`src/rtl/csa_mult_seq.sv`:
```
// csa_mult_seq: iterative unsigned W x W multiplier.
// Adds one partial product per cycle into a redundant sum/carry pair through a
// 3:2 carry-save row, then resolves the pair with one carry-propagate add.
// Fixed latency: start accepted at edge N gives done=1 in the cycle after edge N+W+1.
//
// Ports:
//   clk    rising-edge clock
//   rst_n  synchronous active-low reset
//   start  request, accepted only while busy=0
//   a, b   multiplicand / multiplier, captured on the accepting edge
//   busy   high while an operation is in flight
//   done   one-cycle pulse, p valid
//   p      2W-bit product, held until the next operation resolves
module csa_mult_seq #(
   parameter int unsigned W = 32
) (
   input  logic           clk,
   input  logic           rst_n,
   input  logic           start,
   input  logic [W-1:0]   a,
   input  logic [W-1:0]   b,
   output logic           busy,
   output logic           done,
   output logic [2*W-1:0] p
);

   localparam int unsigned CntW = (W > 1) ? $clog2(W) : 1;
   localparam logic [CntW-1:0] LastCnt = CntW'(W - 1);

   typedef enum logic [1:0] {StIdle, StAccum, StResolve} state_e;

   state_e          state_q, state_d;
   logic [2*W-1:0]  a_q, a_d;
   logic [W-1:0]    b_q, b_d;
   logic [2*W-1:0]  s_q, s_d;
   logic [2*W-1:0]  c_q, c_d;
   logic [2*W-1:0]  p_q, p_d;
   logic [CntW-1:0] count_q, count_d;
   logic            done_q, done_d;
   logic [2*W-1:0]  pp;

   always_comb begin
      state_d = state_q;
      a_d     = a_q;
      b_d     = b_q;
      s_d     = s_q;
      c_d     = c_q;
      p_d     = p_q;
      count_d = count_q;
      done_d  = 1'b0;
      pp      = '0;
      unique case (state_q)
         StIdle: begin
            if (start) begin
               a_d     = {{W{1'b0}}, a};
               b_d     = b;
               s_d     = '0;
               c_d     = '0;
               count_d = '0;
               state_d = StAccum;
            end
         end
         StAccum: begin
            pp = b_q[count_q] ? (a_q << count_q) : '0;
            // 3:2 compression; carry bit 2W-1 is dropped, lossless since the
            // product fits in 2W bits.
            s_d     = s_q ^ c_q ^ pp;
            c_d     = ((s_q & c_q) | (s_q & pp) | (c_q & pp)) << 1;
            count_d = count_q + CntW'(1);
            if (count_q == LastCnt) begin
               state_d = StResolve;
            end
         end
         StResolve: begin
            p_d     = s_q + c_q;
            done_d  = 1'b1;
            state_d = StIdle;
         end
         default: state_d = StIdle;
      endcase
   end

   always_ff @(posedge clk) begin
      if (!rst_n) begin
         state_q <= StIdle;
         a_q     <= '0;
         b_q     <= '0;
         s_q     <= '0;
         c_q     <= '0;
         p_q     <= '0;
         count_q <= '0;
         done_q  <= 1'b0;
      end else begin
         state_q <= state_d;
         a_q     <= a_d;
         b_q     <= b_d;
         s_q     <= s_d;
         c_q     <= c_d;
         p_q     <= p_d;
         count_q <= count_d;
         done_q  <= done_d;
      end
   end

   assign busy = (state_q != StIdle);
   assign done = done_q;
   assign p    = p_q;

endmodule

```
`config.mk`:
```
export PLATFORM = sky130hd
export DESIGN_NAME = csa_mult_seq
export DESIGN_NICKNAME = d
export VERILOG_FILES = /design/src/rtl/csa_mult_seq.sv
export SDC_FILE = /design/constraint.sdc
export NUM_CORES = 1
export LEC_CHECK = 0
export CORE_MARGIN = 5
export CORE_UTILIZATION = 60
export CTS_CLUSTER_SIZE = 20
export DETAILED_ROUTE_END_ITERATION = 12
export GPL_ROUTABILITY_DRIVEN = 0
export PLACE_DENSITY = 0.79
export REMOVE_ABC_BUFFERS = 1
export SYNTH_ARGS = -nofsm -noshare
export SYNTH_HDL_FRONTEND = slang
export SYNTH_SLANG_ARGS = --single-unit
```
`constraint.sdc`:
```
create_clock -name clk -period 6.7 [get_ports clk]
set_input_delay 0.67 -clock clk [delete_from_list [all_inputs] [get_ports clk]]
set_output_delay 0.67 -clock clk [all_outputs]
set_load 0.02 [all_outputs]
```
Yosys cells after proc, flatten, opt, wreduce, memory -nomap -nowiden. Cells that the tools add are included.

Flip-flop bits (word level): 264. Output and inout bits: 66.

$lt $le $gt $ge: 1. Bitwise operators: 7. Equal/unequal tests: 5. Mux-type cells: 12. Add/subtract/negate cells: 2. Shifts and indexed selects: 1. Reductions and logical operators: 6.

Operators by type and width (number): $pmux 64 s2 (2); $and 63x63->63 (3); $mux 64 (2); $xor 64x64->64 (2); $or 63x63->63 (2); $add 64x64->64 (1); $shl 32x5->64 (1); $pmux 5 s2 (1); $lt 5x6->1 const B (1); $reduce_and 2->1 (3); $add 5x1->5 const B (1); $bmux 1 s5 (1); $eq 5x5->1 const B (1); $mux 5 (1); $mux 2 (2); $ne 2x2->1 const B (2); $pmux 2 s2 (1); $reduce_bool 2->1 (2); $eq 2x1->1 const B (1); $eq 2x2->1 const B (1); $logic_not 2->1 (1); $mux 1 (2).

Longest topological paths before layout.
Word-level depth: 7. Mapped depth: 14. Depth with buffers taken out: 13.

Worst setup path after synthesis. OpenSTA, ideal clock, no wires.

Kind: flip-flop to flip-flop. Start: reg count_q[0]. End: reg s_q[36]. Setup slack: 3.718 ns. Setup time: 0.059 ns. Stages on the path, launching flop included: 12. Period minus slack after synthesis: 2.982 ns. Buffers on the path: 3. Data required time: 6.641 ns. Arrival: 2.923 ns. Cells stage by stage: dfxtp_1 buf_2 mux4_2 mux4_2 and2_1 buf_2 or2_4 buf_6 o211ai_1 fa_1 o21ai_0 and2_1.

Word-level cells in the longest chain between the ends: 5. Elaborated cells on any way between the ends: 6. Those cells by class: 1 x shift; 4 x mux; 1 x bitwise.

Ends and longest elaborated chain: start: declaration (RTL line 38) `logic [CntW-1:0] count_q, count_d;`; start signal: assignment (RTL line 100) `count_q <= count_d;`; $bmux 1 s5 (RTL line 64) `pp = b_q[count_q] ? (a_q << count_q) : '0;`; $mux 1 (not written as such) (RTL line 64); $mux 64 (*) (RTL line 64); $xor 64x64->64 (*) (RTL line 67) `s_d = s_q ^ c_q ^ pp;`; $pmux 64 s2 (*) (RTL line 52) `unique case (state_q)`; end signal: assignment (RTL line 88) `s_q <= '0;`; end signal: assignment (RTL line 97) `s_q <= s_d;`; end: declaration (RTL line 35) `logic [2*W-1:0] s_q, s_d;`.

Every way passes the cells marked *; elsewhere a longest branch is shown, timed or not. The select of a mux whose other input is x is not followed. A chain may end at the register's enable or synchronous reset.

Worst setup path after layout.
Start: reg count_q[1]. End: reg s_q[2].

Same word-level chain as after synthesis.

==> metrics.cfg <==
[synthesis]
synth_top_area_cell=dfxtp_1
syn_area_per_cell_sq_um=8.016
yosysWarningCount=0
synthCells=2181
yosysSeqAreaShare=0.3012
ys.flop_type=dfxtp_1
async_flop_share=0
synth_enable_flop_cells=0
ys_top_cells_by_area=dfxtp_1 (30%), fa_1 (7.2%), nand2_1 (7.0%), o21ai_0 (7.0%), and2_1 (5.8%)
ys_types=71
synthesis.area_sq_um=17480
synth_seq_cells=263
synth_top_area_share=0.3012

[global_route]
grt_usage=0.2618
gr-usage-met1=0.3743
grt_max_degree=114
grt_first_pass_wirelength_um=73280
grt_pass1_vias=14490
met2_usage=0.4185
grt_use_met3=0.04102
antenna_found_initial=0
grt_overflow=0
busiest_layer=met2

[floorplanning]
row_count=62
die_y_um=180.7
die_area_sq_um=32650
start_util=0.6091
core_sq_um=28700
io_pins=133
die_w_um=180.7

[finish]
fin_nets=2393
syn2layout_area_growth_pct=13.03
drive_gt1_frac=0.06802
fill_cells=2345
design_area_sq_um=19760
post-route-util=0.6885

[timing]
hold_viol=0
hold-worst-slack_ns=0.4548
final-setup-viol-count=0
grt_setup_unrepaired=false
finalCritPeriodShare=0.5675
fin_skew_ns=0.02453
finalCriticalPeriod_ns=3.803
setup_tns_ns=0
relSlewSlack=0.2958
worst_pin_slew_ns=1.056
slew_violations=0
fmaxAchievable_mhz=263.0

[route]
antenna_violating_nets_post_route=0
vias=15210
first_iter_violations=1409
avgRoutedWirePerCell_um=16.90
drc_errors=0
via_per_inst=5.839
drt_pre_antenna_iters=6
wirelength_um=44030

[setup_path]
reg2reg_slack_ns=2.90
cp.required_ns=7.14
start_kind=flip-flop
slowest_delay_ns=1.01
crit_chain=mux4_2 > nor2b_1 > a211oi_1 > a211oi_2 > inv_1 > nor3_1 > nand2b_1 > fa_1 > o21ai_0 > and2_1
critPathKind=reg -> reg
cp.arrival_ns=4.24
cp_slowest_cell=dfxtp_2
critPathMaxFanout=51
end_kind=flip-flop

[placement]
hpwl_um=31620
port_buffers=132
dpl-instance-area_sq_um=18720

[status]
status=completed

[run]
cap_violations=0

[power]
vdd_ir_drop_max_mv=0.1927
leakagePower_nw=6.718
power.density_nw_per_um2=186.0
finalPower_mw=3.675

[clock_network]
clk_latency_ns=0.56
clockBufferDepth=3
cts_tree=done
cts_root_buf=clkbuf_16
clock-sinks=263
cts_hold_buffers=0
clk_pin_slew_ns=0.07
htree_levels=1
cts_buffers=29
cts_setup_buffers=0
ctsResizeCount=0

[worst_hold_path]
hold_path_class=reg -> reg

==> sequential cells by signal, indices dropped and copies added, names as in the netlist <==
| signal | cells |
|---|---|
| s_q | 64 |
| p | 64 |
| c_q | 63 |
| state_q | 2 |
| a_q | 32 |
| b_q | 32 |
| count_q | 5 |
| done | 1 |
==> cell usage in the layout, fill, tap and decap left out, types with 11 or more instances in the layout <==
cell type,n
o211ai_1,13
and2_1,160
nand2_1,325
o21ai_0,243
mux2_2,20
a21oi_1,74
nand4_1,19
and3_1,11
clkbuf_16,29
a21boi_0,81
o21bai_1,16
o22ai_1,15
nand3_1,155
mux4_2,30
xnor2_1,33
mux2i_1,32
clkdlybuf4s50_1,131
a21o_1,27
xor2_1,24
nor2_1,58
fa_1,63
inv_1,148
nand2b_1,13
ha_1,65
o21ai_1,15
buf_4,14
dfxtp_1,259
==> worst max-delay path: cells and delay by family, from the launching register on <==
kind,cells,cell delay (ns)
compound gates,3,0.74
fa+ha+maj,1,0.49
buf+inv,1,0.27
flops,1,1.01
mux,1,0.36
simple gates,4,0.80
==> per-stage QoR <==
step / worst slack [ns] / cells
final: 2.897 / 2605
after detailed placement: 2.958 / 2551
after floorplan: 1.447 / 2022
after global placement: 3.062 / 2551
after global routing: 2.588 / 2604
after CTS: 2.931 / 2604
==> cells by family after synthesis <==
kind of cell / Yosys count / synth area share
adders and majority gates: 128 / 0.1187
and+or+nand+nor: 793 / 0.2188
AOI/OAI and AO/OA: 551 / 0.1917
muxes: 82 / 0.06985
xor gates and xnor gates: 57 / 0.02856
buffers and inverters: 307 / 0.07128
DFF: 263 / 0.3012
==> per-layer routing <==
layer / share of wire / routed length (um) / up-vias
li1: - / - / 7467
met1: 0.45 / 19950 / 7122
met2: 0.45 / 19730 / 529
met3: 0.072 / 3188 / 93
met4: 0.026 / 1166 / 0
met5: 0 / 0 / -
==> path summary, 6_finish.rpt <==
check	end	start	cells after the start
max reg2reg	s_q[2]	count_q[1]	10
min	p[40]	p[40]	2
max	s_q[2]	count_q[1]	10
min reg2reg	p[40]	p[40]	2
==> synth_stat cells, types with 4 or more instances <==
master	count
xor2_1	24
or2_2	10
buf_2	15
mux2_2	20
nand2b_1	15
nand2_1	326
o21a_1	7
buf_4	4
mux4_2	30
o22ai_1	15
nand3_1	155
a21o_1	27
or3_1	5
nor2b_1	11
o21bai_1	16
nor3_1	7
and2_1	161
fa_1	63
a21oi_1	74
o31ai_1	6
xnor2_1	33
inv_1	148
nor2_1	58
mux2i_1	32
buf_6	5
o21ai_0	243
a31oi_1	10
dfxtp_1	263
a211oi_1	9
o21ai_1	15
clkbuf_2	4
a21boi_0	81
and3_1	11
ha_1	65
buf_1	13
clkbuf_1	116
nand4_1	19
o211ai_1	13
==> power breakdown <==
group	leakage [nW]	switching (mW)	total, mW	internal (mW)
logic	4.08	0.188	0.308	0.120
clock network	0.504	0.676	1.75	1.07
registers	2.13	0.0264	1.62	1.59
==> layout make-up <==
type                            count  area [sq um]  area share
Tap cell                          384         480.5     0.02431
Clock inverter                     20         292.8     0.01482
Sequential cell                   263          5270      0.2667
Antenna cell                        1         2.502   0.0001266
Timing Repair Buffer              145          1416     0.07167
Clock buffer                       33         750.7     0.03799
Inverter                          148         555.5     0.02811
Multi-Input combinational cell   1611         10990      0.5563
No activity file was read; power rests on OpenSTA's default activity.
